<file path="src/rtl/uart_tx_if.sv">
// Byte handshake between a producer and the UART transmitter FIFO.
interface uart_tx_if;
   logic [7:0] tx_data;
   logic       tx_valid;
   logic       tx_ready;

   modport master (output tx_data, output tx_valid, input tx_ready);
   modport slave  (input tx_data, input tx_valid, output tx_ready);
endinterface

</file>
<file path="src/rtl/uart_tx.sv">
// UART transmitter: bytes enter a small FIFO on a valid/ready handshake and leave on txd_o
// as start + 8 data bits (LSB first) + optional parity + 1 or 2 stop bits.
module uart_tx #(
   parameter int unsigned CLK_DIV    = 10417,
   parameter bit          PARITY_EN  = 1'b0,
   parameter bit          PARITY_ODD = 1'b0,
   parameter int unsigned STOP_BITS  = 1,
   parameter int unsigned FIFO_DEPTH = 4
) (
   input  logic                        clk,
   input  logic                        rst,
   uart_tx_if.slave                    tx_if,
   output logic                        txd_o,
   output logic                        busy_o,
   output logic [$clog2(FIFO_DEPTH):0] fifo_cnt_o
);
   localparam int unsigned AW = $clog2(FIFO_DEPTH);
   localparam int unsigned BW = $clog2(CLK_DIV);
   localparam logic [BW-1:0] BaudLast = BW'(CLK_DIV - 1);
   localparam logic [2:0]    StopLast = 3'(STOP_BITS - 1);
   localparam logic [AW:0]   FifoFull = (AW + 1)'(FIFO_DEPTH);

   typedef enum logic [2:0] {StIdle, StStart, StData, StParity, StStop} state_e;

   state_e        state_q, state_d;
   logic [BW-1:0] baud_q, baud_d;
   logic [2:0]    bit_q, bit_d;
   logic [7:0]    data_q, data_d;
   logic          txd_q, txd_d;

   logic [7:0]    mem_q [FIFO_DEPTH];
   logic [AW-1:0] rd_ptr_q, wr_ptr_q;
   logic [AW:0]   cnt_q;
   logic          ready, push, pop;
   logic          baud_end, par_bit;

   assign ready          = !rst && (cnt_q < FifoFull);
   assign push           = tx_if.tx_valid && ready;
   assign tx_if.tx_ready = ready;
   assign baud_end       = (baud_q == BaudLast);
   assign par_bit        = PARITY_ODD ? ~^data_q : ^data_q;

   assign txd_o      = txd_q;
   assign busy_o     = (state_q != StIdle) || (cnt_q != '0);
   assign fifo_cnt_o = cnt_q;

   // FIFO pointers and occupancy; a push and pop on the same edge cancel out in the count.
   always_ff @(posedge clk) begin
      if (rst) begin
         rd_ptr_q <= '0;
         wr_ptr_q <= '0;
         cnt_q    <= '0;
      end else begin
         if (push) wr_ptr_q <= wr_ptr_q + AW'(1);
         if (pop)  rd_ptr_q <= rd_ptr_q + AW'(1);
         if (push && !pop)      cnt_q <= cnt_q + (AW + 1)'(1);
         else if (!push && pop) cnt_q <= cnt_q - (AW + 1)'(1);
      end
   end

   // FIFO storage; contents need no reset because the count gates every read.
   always_ff @(posedge clk) begin
      if (push) mem_q[wr_ptr_q] <= tx_if.tx_data;
   end

   // Frame state register; reset drops the line high and abandons any frame in flight.
   always_ff @(posedge clk) begin
      if (rst) begin
         state_q <= StIdle;
         baud_q  <= '0;
         bit_q   <= '0;
         data_q  <= '0;
         txd_q   <= 1'b1;
      end else begin
         state_q <= state_d;
         baud_q  <= baud_d;
         bit_q   <= bit_d;
         data_q  <= data_d;
         txd_q   <= txd_d;
      end
   end

   // Next-state and next line level; every bit boundary restarts the baud counter at zero.
   always_comb begin
      state_d = state_q;
      baud_d  = baud_q;
      bit_d   = bit_q;
      data_d  = data_q;
      txd_d   = txd_q;
      pop     = 1'b0;
      unique case (state_q)
         StIdle: begin
            txd_d = 1'b1;
            if (cnt_q != '0) begin
               pop     = 1'b1;
               data_d  = mem_q[rd_ptr_q];
               txd_d   = 1'b0;
               baud_d  = '0;
               bit_d   = '0;
               state_d = StStart;
            end
         end
         StStart: begin
            if (baud_end) begin
               baud_d  = '0;
               bit_d   = '0;
               txd_d   = data_q[0];
               state_d = StData;
            end else begin
               baud_d = baud_q + BW'(1);
            end
         end
         StData: begin
            if (baud_end) begin
               baud_d = '0;
               if (bit_q == 3'd7) begin
                  bit_d = '0;
                  if (PARITY_EN) begin
                     txd_d   = par_bit;
                     state_d = StParity;
                  end else begin
                     txd_d   = 1'b1;
                     state_d = StStop;
                  end
               end else begin
                  bit_d = bit_q + 3'd1;
                  txd_d = data_q[bit_d];
               end
            end else begin
               baud_d = baud_q + BW'(1);
            end
         end
         StParity: begin
            if (baud_end) begin
               baud_d  = '0;
               bit_d   = '0;
               txd_d   = 1'b1;
               state_d = StStop;
            end else begin
               baud_d = baud_q + BW'(1);
            end
         end
         StStop: begin
            if (baud_end) begin
               baud_d = '0;
               if (bit_q == StopLast) begin
                  bit_d = '0;
                  // Chain straight into the next frame when a byte is waiting.
                  if (cnt_q != '0) begin
                     pop     = 1'b1;
                     data_d  = mem_q[rd_ptr_q];
                     txd_d   = 1'b0;
                     state_d = StStart;
                  end else begin
                     state_d = StIdle;
                  end
               end else begin
                  bit_d = bit_q + 3'd1;
               end
            end else begin
               baud_d = baud_q + BW'(1);
            end
         end
         default: begin
            state_d = StIdle;
            txd_d   = 1'b1;
         end
      endcase
   end
endmodule

</file>
<file path="src/flat_wrapper.sv">
// flat-port wrapper written by rule: the top's interface ports become plain ports
module uart_tx_flat 
#(
   parameter int unsigned CLK_DIV    = 10417,
   parameter bit          PARITY_EN  = 1'b0,
   parameter bit          PARITY_ODD = 1'b0,
   parameter int unsigned STOP_BITS  = 1,
   parameter int unsigned FIFO_DEPTH = 4
)
  (clk, rst, txd_o, busy_o, fifo_cnt_o, tx_if_tx_data, tx_if_tx_valid, tx_if_tx_ready);
  uart_tx_if tx_if_i ();
  input  logic clk;
  input  logic rst;
  output logic txd_o;
  output logic busy_o;
  output logic [$clog2(FIFO_DEPTH):0] fifo_cnt_o;
  input wire logic [$bits(tx_if_i.tx_data)-1:0] tx_if_tx_data;
  input wire logic [$bits(tx_if_i.tx_valid)-1:0] tx_if_tx_valid;
  output wire logic [$bits(tx_if_i.tx_ready)-1:0] tx_if_tx_ready;
  assign tx_if_i.tx_data = tx_if_tx_data;
  assign tx_if_i.tx_valid = tx_if_tx_valid;
  assign tx_if_tx_ready = tx_if_i.tx_ready;
  uart_tx #(.CLK_DIV(CLK_DIV), .PARITY_EN(PARITY_EN), .PARITY_ODD(PARITY_ODD), .STOP_BITS(STOP_BITS), .FIFO_DEPTH(FIFO_DEPTH)) u_core (.clk(clk), .rst(rst), .tx_if(tx_if_i), .txd_o(txd_o), .busy_o(busy_o), .fifo_cnt_o(fifo_cnt_o));
endmodule
</file>
<file path="config.mk">
export PLATFORM = sky130hd
export DESIGN_NAME = uart_tx_flat
export DESIGN_NICKNAME = d
export VERILOG_FILES = /design/src/rtl/uart_tx_if.sv /design/src/rtl/uart_tx.sv /design/src/flat_wrapper.sv
export SDC_FILE = /design/constraint.sdc
export NUM_CORES = 1
export LEC_CHECK = 0
export BUFFER_PORTS_ARGS = -buffer_cell sky130_fd_sc_hd__buf_4
export CAP_MARGIN = 15
export CORE_UTILIZATION = 25
export CTS_CLUSTER_SIZE = 12
export DETAILED_ROUTE_END_ITERATION = 12
export GPL_ROUTABILITY_DRIVEN = 0
export SYNTH_ARGS = -nofsm -noshare
export SYNTH_HDL_FRONTEND = slang
export SYNTH_SLANG_ARGS = --single-unit
export TNS_END_PERCENT = 20
</file>
<file path="constraint.sdc">
create_clock -name clk -period 4.92 [get_ports clk]
set_input_delay 0.492 -clock clk [delete_from_list [all_inputs] [get_ports clk]]
set_output_delay 0.492 -clock clk [all_outputs]
set_load 0.01 [all_outputs]
</file>
==> results of run 1 <==
[worst max-delay path, stage by stage (launching register included)]
cell	delay, ns
dfxtp_1	0.39
inv_1	0.08
ha_1	0.19
nand2b_1	0.14
nor4_1	0.06
a21oi_1	0.16
buf_4	0.24
ha_1	0.22
inv_1	0.06
fa_1	0.37
xor2_1	0.18
or3_1	0.30
a21oi_1	0.17
[worst max-delay path by stage]
stage	slack, ns	cells past startpoint	from	end
after floorplan	2.27	12	u_core.baud_q[0]$_SDFFE_PP0P_	u_core.fifo_cnt_o[2]$_SDFFE_PP0P_
after global placement	2.42	12	u_core.baud_q[0]$_SDFFE_PP0P_	u_core.fifo_cnt_o[2]$_SDFFE_PP0P_
after detailed placement	2.35	12	u_core.bit_q[0]$_SDFFE_PP0P_	u_core.fifo_cnt_o[2]$_SDFFE_PP0P_
after CTS	2.28	12	u_core.bit_q[0]$_SDFFE_PP0P_	u_core.fifo_cnt_o[2]$_SDFFE_PP0P_
after global routing	2.09	12	u_core.bit_q[0]$_SDFFE_PP0P_	u_core.fifo_cnt_o[2]$_SDFFE_PP0P_
final	2.28	12	u_core.bit_q[0]$_SDFFE_PP0P_	u_core.fifo_cnt_o[2]$_SDFFE_PP0P_
[registers in the layout, indices dropped and copies added (netlist names), 2 cells and up, named ones only]
name and flops:
u_core.wr_ptr_q 2, u_core.fifo_cnt_o 3, u_core.baud_q 14, u_core.mem_q 32
u_core.bit_q 3, u_core.rd_ptr_q 2, u_core.data_q 8, u_core.state_q 3
[area by class of cell]
type                            count  area, µm²
Sequential cell                    70       1722
Tap cell                          147      183.9
Clock buffer                        9      225.2
Fill cell                        1215       8325
Multi-Input combinational cell    166       1289
Inverter                            9      33.78
Timing Repair Buffer               17      127.6
Clock inverter                      7      105.1
[logic make-up after synthesis]
family          Yosys count  synth area share [%]
flops                    70                 55.75
compound gates           24                 5.349
buf+inv                  20                 2.512
mux                      22                 11.18
xor+xnor                 17                 4.822
fa+ha+maj                11                 4.700
simple gates             92                 15.68
[per-stage QoR]
step | instances | setup slack, ns
after CTS | 425 | 2.276
after global placement | 409 | 2.415
final | 425 | 2.281
after global routing | 425 | 2.095
after floorplan | 256 | 2.270
after detailed placement | 409 | 2.349
[synthesized netlist by cell type (2+ instances only)]
master      n
a21oi_1     8
and3_1      5
buf_1       2
buf_2       2
clkbuf_1    7
dfxtp_1    38
edfxtp_1   32
ha_1       10
inv_1       9
mux2i_1    12
mux4_2     10
nand2_1    10
nand2b_1    3
nand3_1     4
nand4_1     4
nand4bb_1   2
nor2_1     39
nor2b_1     2
nor3_1      6
nor4_1      5
o21ai_0     3
o31ai_1     3
or3_1       2
xnor2_1     9
xor2_1      8
[layer usage]
metal  global-route usage [%]  wire [µm]  vias up
li1                         -          -      967
met1                    11.15       2574      938
met2                    15.71       2738       32
met3                    3.374        174        7
met4                    2.632         63        0
met5                        0          0        -
[power by group]
| group | total [µW] | internal [µW] | switching [µW] |
|---|---|---|---|
| logic | 550 | 257 | 293 |
| registers | 787 | 693 | 93.0 |
| clock network | 715 | 452 | 263 |
| total | 2050 | 1400 | 650 |
==> qor.txt, run 1 <==
Status -> complete, no violations
First-pass GRT wire length -> 9280 µm
I/O pin cnt -> 17
PostCTS Resize Cnt -> 0
Drt first pass iters -> 4
Worst EP arrival -> 2.89 ns
Post-CTS setup repair buffer count -> 0
Final ANT Viol Nets -> 0
Class of the worst hold path -> primary input to flip-flop
Hold path cells -> 1
Post-DP HPWL -> 3815 µm
H-tree Lvls -> 3
Clock tree from TritonCTS -> yes
Routed vias/inst -> 4.574
Root Driver -> clkbuf_16
Final core occ -> 30.69%
FP Rows -> 40
Layout area overhead -> 19.37%
Fraction of layout cells with a size suffix above 1 -> 17.63%
Yosys top cell by area -> edfxtp_1
Syn avg cell area -> 12.06 µm²
Share of Yosys cell area claimed by the top area cell type -> 31.12%
Final #Nets -> 295
Clk sinks -> 70
Final period util -> 53.63%
Min Hold Slack -> 0.3572 ns
Crit path kind -> flip-flop to flip-flop
PortBufs -> 16
Setup_tns -> 0 ns
WL final -> 5550 µm
Synth cell types -> 46
Synth Flop Type -> dfxtp_1
Post-synthesis sequential area ratio -> 55.75%
Hold EP -> u_core.mem_q[2][4]$_DFFE_PP_
Total congestion overflow -> 0
Overall routing resource usage -> 9.314%
Ant diodes -> 0
Minimum clock period after layout -> 2.639 ns
Power Density -> 556.5 nW/µm²
Final setup viols -> 0
Synth Warn # -> 0
Initial Util -> 25.71%
Commonest non-fill, non-tap cell in the layout -> nor2_1
Worst skew pair latency -> 0.33 ns
Core area -> 12010 µm²
Max-cap violations -> 0
Vias -> 1944
Clock Pin Slew Worst Setup and Hold Paths -> 0.06 ns
Die area -> 12800 µm²
Antenna violations before repair -> 0
Async set or reset register ratio after synthesis -> 0%
Post-synth EDFFs -> 32
CP Capture Type -> flip-flop
Placed Instance Area -> 3356 µm²
Slew Limit Headroom -> 62.09%
Post-synth net total -> 278
Maximum vdd drop -> 225.3 µV
Fmax -> 379.0 MHz
Maximum buffer depth of the clock tree -> 2
R2R Path Start -> u_core.bit_q[0]$_SDFFE_PP0P_
Largest net degree at the start of global routing -> 28
Height of the die -> 113.1 µm
Die W -> 113.1 µm
Syn Inst Count -> 256
Critical Path Fanout Max -> 13
Yosys reg bits -> 70
Vias in the first global route -> 1920
DR WL/cell -> 13.06 µm
Hold Startpoint -> tx_if_tx_data[4]
Clock Skew -> 0.009624 ns
Worst-margin pin slew -> 0.5679 ns
Startpoint types -> flip-flop
Hold Violations, Final -> 0
DRC violations left -> 0
Largest cells by area after synthesis -> edfxtp_1 31%, dfxtp_1 25%, mux4_2 7.3%
Static Leak -> 0.001310 µW
FF-to-FF End -> u_core.fifo_cnt_o[2]$_SDFFE_PP0P_
WP data required -> 5.17 ns
TritonCTS buffer count -> 9
Final count of pins violating max slew -> 0
Hold-fix buffers, CTS -> 0
FF-to-FF path depth -> 12
RSZ-0062 raised after global routing -> no
Drt initial violations -> 128
Highest-count cells in the layout ignoring fill and taps -> 39 x nor2_1, 38 x dfxtp_1, 32 x edfxtp_1
Mapped Area -> 3088 µm²
Reg-to-reg slack, setup -> 2.28 ns
Total Power Consumption -> 2051 µW
Cell area after layout -> 3686 µm²
(Power assumes the default switching activity.)
==> run 2, diff against run 1 <==
==> constraint.sdc (replaced) <==
create_clock -name clk -period 2.5 [get_ports clk]
set_input_delay 0.25 -clock clk [delete_from_list [all_inputs] [get_ports clk]]
set_output_delay 0.25 -clock clk [all_outputs]
set_load 0.01 [all_outputs]
==> run 2 against run 1 <==
Compared with the run above:
- first-iteration DRC count fell by 2.3%
- maximum frequency rose by 12%
- worst setup slack got worse by 2.1 ns
- utilization rose by 0.19 points
- wire length rose by 2.0%
- cell count rose by 1.4%
- non-clock buffer count rose by 6
==> qor.txt, run 2 (synthesis results as in run 1) <==
Setup_tns -> 0 ns (unchanged)
H-tree Lvls -> 3 (unchanged)
Clock Skew -> 0.008714 ns (-0.0009105 ns)
Static Leak -> 0.001320 µW (+0.78%)
WL final -> 5663 µm (+2.0%)
Drt first pass iters -> 5 (+1)
Status -> complete, no violations
CP Capture Type -> flip-flop
Core area -> 12010 µm² (unchanged)
Minimum clock period after layout -> 2.356 ns (-0.2823 ns)
Die area -> 12800 µm² (unchanged)
Maximum vdd drop -> 431.0 µV (+91%)
Max reg flops -> 32 (unchanged)
Root Driver -> clkbuf_16
Maximum buffer depth of the clock tree -> 2 (unchanged)
Height of the die -> 113.1 µm (unchanged)
Fraction of layout cells with a size suffix above 1 -> 21.83% (+4.2 points)
Die W -> 113.1 µm (unchanged)
Ant diodes -> 0 (unchanged)
Critical path launch point -> u_core.baud_q[0]$_SDFFE_PP0P_
Worst-margin pin slew -> 0.5639 ns (-0.003989 ns)
Crit path kind -> flip-flop to flip-flop
Hold Violations, Final -> 0 (unchanged)
Pre-CTS setup slack -> 0.1238 ns (-2.226 ns)
Overall routing resource usage -> 9.827% (+0.51 points)
Max-cap violations -> 0 (unchanged)
Worst EP arrival -> 2.62 ns (-0.27 ns)
Layout area overhead -> 20.10%
Vias -> 1969 (+1.3%)
Largest reg by FF count -> u_core.mem_q
WP data required -> 2.77 ns (-2.40 ns)
PnR worst setup slack -> 0.1435 ns (-2.138 ns)
Startpoint types -> flip-flop
Final ANT Viol Nets -> 0 (unchanged)
Total Power Consumption -> 3905 µW (+90%)
Vias in the first global route -> 1980 (+3.1%)
Total congestion overflow -> 0 (unchanged)
Drt initial violations -> 125 (-2.3%)
Routed vias/inst -> 4.568 (-0.12%)
RSZ-0062 raised after global routing -> no
Clock Pin Slew Worst Setup and Hold Paths -> 0.07 ns (about the same)
Final std cells w/o fill -> 431 (+1.4%)
Commonest non-fill, non-tap cell in the layout -> nor2_1
Final core occ -> 30.88% (+0.19 points)
R2R Path Start -> u_core.baud_q[0]$_SDFFE_PP0P_
Worst skew pair latency -> 0.33 ns (about the same)
Post-CTS setup repair buffer count -> 0 (unchanged)
TritonCTS buffer count -> 9 (unchanged)
Final period util -> 94.26% (+41 points)
Final #Nets -> 301 (+2.0%)
PortBufs -> 16 (unchanged)
First-pass GRT wire length -> 9680 µm (+4.3%)
Largest net degree at the start of global routing -> 27 (-3.6%)
Hold-fix buffers, CTS -> 0 (unchanged)
Antenna violations before repair -> 0 (unchanged)
Clk sinks -> 70 (unchanged)
DR WL/cell -> 13.14 µm (+0.62%)
Largest regs -> u_core.mem_q: 32 flops, u_core.baud_q: 14 flops, u_core.data_q: 8 flops
FP Rows -> 40 (unchanged)
Post-DP HPWL -> 3926 µm (+2.9%)
Fmax -> 424.4 MHz (+12%)
Critical Path Fanout Max -> 4 (-9)
Initial Util -> 25.71% (unchanged)
Post-Place Cells -> 415 (+1.5%)
Hold Startpoint -> tx_if_tx_data[4]
Final count of pins violating max slew -> 0 (unchanged)
Slew Limit Headroom -> 62.35% (+0.27 points)
Power Density -> 1053 nW/µm² (+89%)
Final setup viols -> 0 (unchanged)
Class of the worst hold path -> primary input to flip-flop
Highest-count cells in the layout ignoring fill and taps -> 39 x nor2_1, 35 x dfxtp_1, 32 x edfxtp_1
PostCTS Resize Cnt -> 0 (unchanged)
DRC violations left -> 0 (unchanged)
I/O pin cnt -> 17 (unchanged)
Clock tree from TritonCTS -> yes
-- run 2: cell count changes in the layout (fill, tap and decap cells not counted), sizes merged --
cell | previous run | this run
buf | 17 | 23
clkinvlp | 1 | 2
inv | 12 | 13
bufinv | 2 | 0
-- run 2: path summary, 6_finish.rpt --
kind                                  endpoint  cells after the start  slack, ns
min               u_core.mem_q[3][4]$_DFFE_PP_                      1       0.11
max          u_core.fifo_cnt_o[2]$_SDFFE_PP0P_                     11       0.14
min reg2reg          u_core.txd_o$_SDFFE_PP1P_                      1       0.46
max reg2reg  u_core.fifo_cnt_o[2]$_SDFFE_PP0P_                     11       0.14
-- run 2: cell type report --
cell class / instances / area (µm²)
Clock buffer: 9 / 225.2
Clock inverter: 7 / 63.81
Fill cell: 1208 / 8303
Inverter: 9 / 33.78
Multi-Input combinational cell: 166 / 1304
Sequential cell: 70 / 1725
Tap cell: 147 / 183.9
Timing Repair Buffer: 23 / 172.7
-- run 2: stage by stage --
step | cell area (µm²) | hold slack, ns
after floorplan | 3094 | 0.3489
after global placement | 3405 | 0.4496
after CTS | 3694 | 0.1025
after detailed placement | 3405 | 0.4545
final | 3709 | 0.1119
after global routing | 3709 | 0.1009
-- run 2: critical path: stages, from the launching register on --
cell and delay (ns):
dfxtp_2 0.36, inv_1 0.06, ha_1 0.20, nand4bb_1 0.15, nor4_4 0.07, a21oi_2 0.17, ha_2 0.20, inv_1 0.05
fa_1 0.37, xor2_1 0.18, or3_1 0.33, a21oi_2 0.13
-- run 2: per-layer routing --
layer / GRT usage, % / vias to the layer above / part of all wire (%)
li1: - / 980 / -
met1: 11.85 / 955 / 46
met2: 16.20 / 30 / 49
met3: 3.535 / 4 / 3.7
met4: 3.421 / 0 / 0.81
met5: 0 / - / 0
-- run 2: power by group --
group / internal, µW / switching, µW
sequential: 1370 / 162
combinational: 534 / 606
clock: 694 / 542
total: 2600 / 1310
==> run 3, diff against run 2 <==
--- a/config.mk
+++ b/config.mk
@@ -5,11 +5,11 @@
 export SDC_FILE = /design/constraint.sdc
 export NUM_CORES = 1
 export LEC_CHECK = 0
-export BUFFER_PORTS_ARGS = -buffer_cell sky130_fd_sc_hd__buf_4
 export CAP_MARGIN = 15
 export CORE_UTILIZATION = 25
 export CTS_CLUSTER_SIZE = 12
 export DETAILED_ROUTE_END_ITERATION = 12
+export DONT_BUFFER_PORTS = 1
 export GPL_ROUTABILITY_DRIVEN = 0
 export SYNTH_ARGS = -nofsm -noshare
 export SYNTH_HDL_FRONTEND = slang
==> run 3 against run 2 <==
Compared with the run above:
- combinational power is essentially flat
- largest power group unchanged
- design area fell by 1.6%
- critical endpoint unchanged
- utilization shrank 0.48 points
- critical path depth unchanged
- wire length fell by 2.5%
- sequential share of layout area rose by 0.70 points
- non-clock buffer count decreased by 8
==> qor.txt, run 3 (synthesis results as in run 1) <==
Ant diodes -> 0 (unchanged)
Clock network fraction of design power -> 31.9% (+0.3 points)
Total congestion overflow -> 0 (unchanged)
Vias in the first global route -> 1911 (-3.5%)
Final count of pins violating max slew -> 0 (unchanged)
Max-cap violations -> 0 (unchanged)
Final period util -> 92.90% (-1.4 points)
Static Leak -> 0.001277 µW (-3.2%)
Largest net degree at the start of global routing -> 22 (-19%)
RSZ-0062 raised after global routing -> no
Min Hold Slack -> 0.008595 ns (-0.1033 ns)
Largest reg by FF count -> u_core.mem_q
WP buf/inv -> 2 (unchanged)
Comb pwr share -> 28.8% (-0.4 points)
Vias -> 1919 (-2.5%)
Clock Pin Slew Worst Setup and Hold Paths -> 0.06 ns (about the same)
H-tree Lvls -> 3 (unchanged)
Post-Place Cells -> 400 (-3.6%)
Slew Limit Headroom -> 45.25% (-17 points)
Drt first pass iters -> 4 (-1)
Antenna violations before repair -> 0 (unchanged)
Most frequent CP cell -> inv_1
Pint -> 2574 µW (-0.83%)
DRC violations left -> 0 (unchanged)
Setup_tns -> 0 ns (unchanged)
Die area -> 12800 µm² (unchanged)
CP Capture Type -> flip-flop
WP data required -> 2.75 ns (-0.02 ns)
FP Rows -> 40 (unchanged)
Post-DP HPWL -> 3768 µm (-4.0%)
Max reg flops -> 32 (unchanged)
Maximum buffer depth of the clock tree -> 2 (unchanged)
Largest regs -> u_core.mem_q: 32 flops, u_core.baud_q: 14 flops, u_core.data_q: 8 flops
Worst skew pair latency -> 0.33 ns (about the same)
Highest-count cells in the layout ignoring fill and taps -> 39 x nor2_1, 36 x dfxtp_1, 32 x edfxtp_1
Clk sinks -> 70 (unchanged)
Hold Violations, Final -> 0 (unchanged)
CP peak stage delay -> 0.37 ns (about the same)
Fraction of layout cells with a size suffix above 1 -> 16.67% (-5.2 points)
Sequential fraction of design power -> 39.3% (about the same)
Maximum vdd drop -> 529.4 µV (+23%)
TritonCTS buffer count -> 9 (unchanged)
Cell area after layout -> 3651 µm² (-1.6%)
Commonest non-fill, non-tap cell in the layout -> nor2_1
First-pass GRT wire length -> 9363 µm (-3.3%)
Class of the worst hold path -> primary input to flip-flop
Final #Nets -> 293 (-2.7%)
Crit path kind -> flip-flop to flip-flop
Final std cells w/o fill -> 423 (-1.9%)
Power Density -> 1057 nW/µm² (+0.41%)
Final ANT Viol Nets -> 0 (unchanged)
Final core occ -> 30.40% (-0.48 points)
Clock Skew -> 0.006792 ns (-0.001922 ns)
Overall routing resource usage -> 9.431% (-0.40 points)
PortBufs -> 0 (-16)
Final setup viols -> 0 (unchanged)
Net Sw Frac -> 33.33% (-0.21 points)
Fmax -> 430.6 MHz (+1.5%)
Core area -> 12010 µm² (unchanged)
CP delay by family, top -> adder cells
Layout area overhead -> 18.23%
Critical Path Fanout Max -> 3 (-1)
Startpoint types -> flip-flop
Root Driver -> clkbuf_16
Height of the die -> 113.1 µm (unchanged)
Routed vias/inst -> 4.537 (-0.70%)
I/O pin cnt -> 17 (unchanged)
Worst-margin pin slew -> 0.8185 ns (+0.2546 ns)
Drt initial violations -> 90 (-28%)
Initial Util -> 25.71% (unchanged)
Status -> complete, no violations
DR WL/cell -> 13.05 µm (-0.65%)
Die W -> 113.1 µm (unchanged)
WL final -> 5522 µm (-2.5%)
Clock tree from TritonCTS -> yes
CP Cell Sequence -> inv_1 -> ha_1 -> nand4bb_1 -> nor4_4 -> a21oi_2 -> ha_2 -> inv_1 -> fa_1 -> xor2_1 -> or3_1 -> a21oi_1
Switching Power -> 1287 µW (-1.8%)
Slowest cell on crit path -> fa_1
Worst EP arrival -> 2.58 ns (-0.04 ns)
Minimum clock period after layout -> 2.322 ns (-0.03409 ns)
Placed Instance Area -> 3292 µm² (-3.3%)
==> run 3: worst reg2reg max path, cell delays in order, from the launching register on <==
cell and delay [ns]:
dfxtp_1 0.35, inv_1 0.08, ha_1 0.18, nand4bb_1 0.14
nor4_4 0.07, a21oi_2 0.16, ha_2 0.20, inv_1 0.05
fa_1 0.37, xor2_1 0.18, or3_1 0.31, a21oi_1 0.14
==> run 3: what timing repair did <==
item | 4_1_cts | 5_1_grt
hold buffers | 1 | 4
resized for setup | 0 | 3
endpoints found under the hold margin | 22 | 11
endpoints found under the setup margin | 0 | 1
setup buffers | 0 | 2
==> run 3: worst paths after layout <==
check                                 endpoint  cells after the start  slack [ns]                             from
max          u_core.fifo_cnt_o[2]$_SDFFE_PP0P_                     11        0.18    u_core.baud_q[1]$_SDFFE_PP0P_
min               u_core.mem_q[1][1]$_DFFE_PP_                      0       0.009                 tx_if_tx_data[1]
min reg2reg    u_core.rd_ptr_q[1]$_SDFFE_PP0P_                      2        0.49  u_core.rd_ptr_q[1]$_SDFFE_PP0P_
max reg2reg  u_core.fifo_cnt_o[2]$_SDFFE_PP0P_                     11        0.18    u_core.baud_q[1]$_SDFFE_PP0P_
==> run 3: power by group through the flow <==
stage,logic (µW),clock network (µW),registers (µW)
CTS,1100,1260,1520
global placement,1080,0,1540
global route,1240,1300,1550
detailed placement,1090,0,1550
finish,1110,1230,1520
floorplan,910,0,1480
==> run 3: area by class of cell <==
cell class / count / area, µm²
clock buffers: 9 / 225.2
clock inverters: 7 / 63.81
fillers: 1238 / 8361
inverters: 9 / 33.78
multi-input cells: 166 / 1295
flip-flops and latches: 70 / 1724
well taps: 147 / 183.9
repair buffers: 15 / 125.1
==> run 3: metal layers <==
| layer | vias up | GRT usage, % | share of wire (%) | wire, µm |
|---|---|---|---|---|
| li1 | 960 | - | - | - |
| met1 | 917 | 11.23 | 45 | 2469 |
| met2 | 33 | 15.91 | 49 | 2730 |
| met3 | 9 | 3.053 | 4.1 | 225 |
| met4 | 0 | 3.421 | 1.7 | 96 |
| met5 | - | 0 | 0 | 0 |
==> run 3: per-stage QoR <==
stage               total power [µW]  setup slack, ns
floorplan                       2386         0.008537
global placement                2619           0.1974
detailed placement              2639           0.1314
CTS                             3882           0.1047
global route                    4089         0.008138
finish                          3860           0.1776
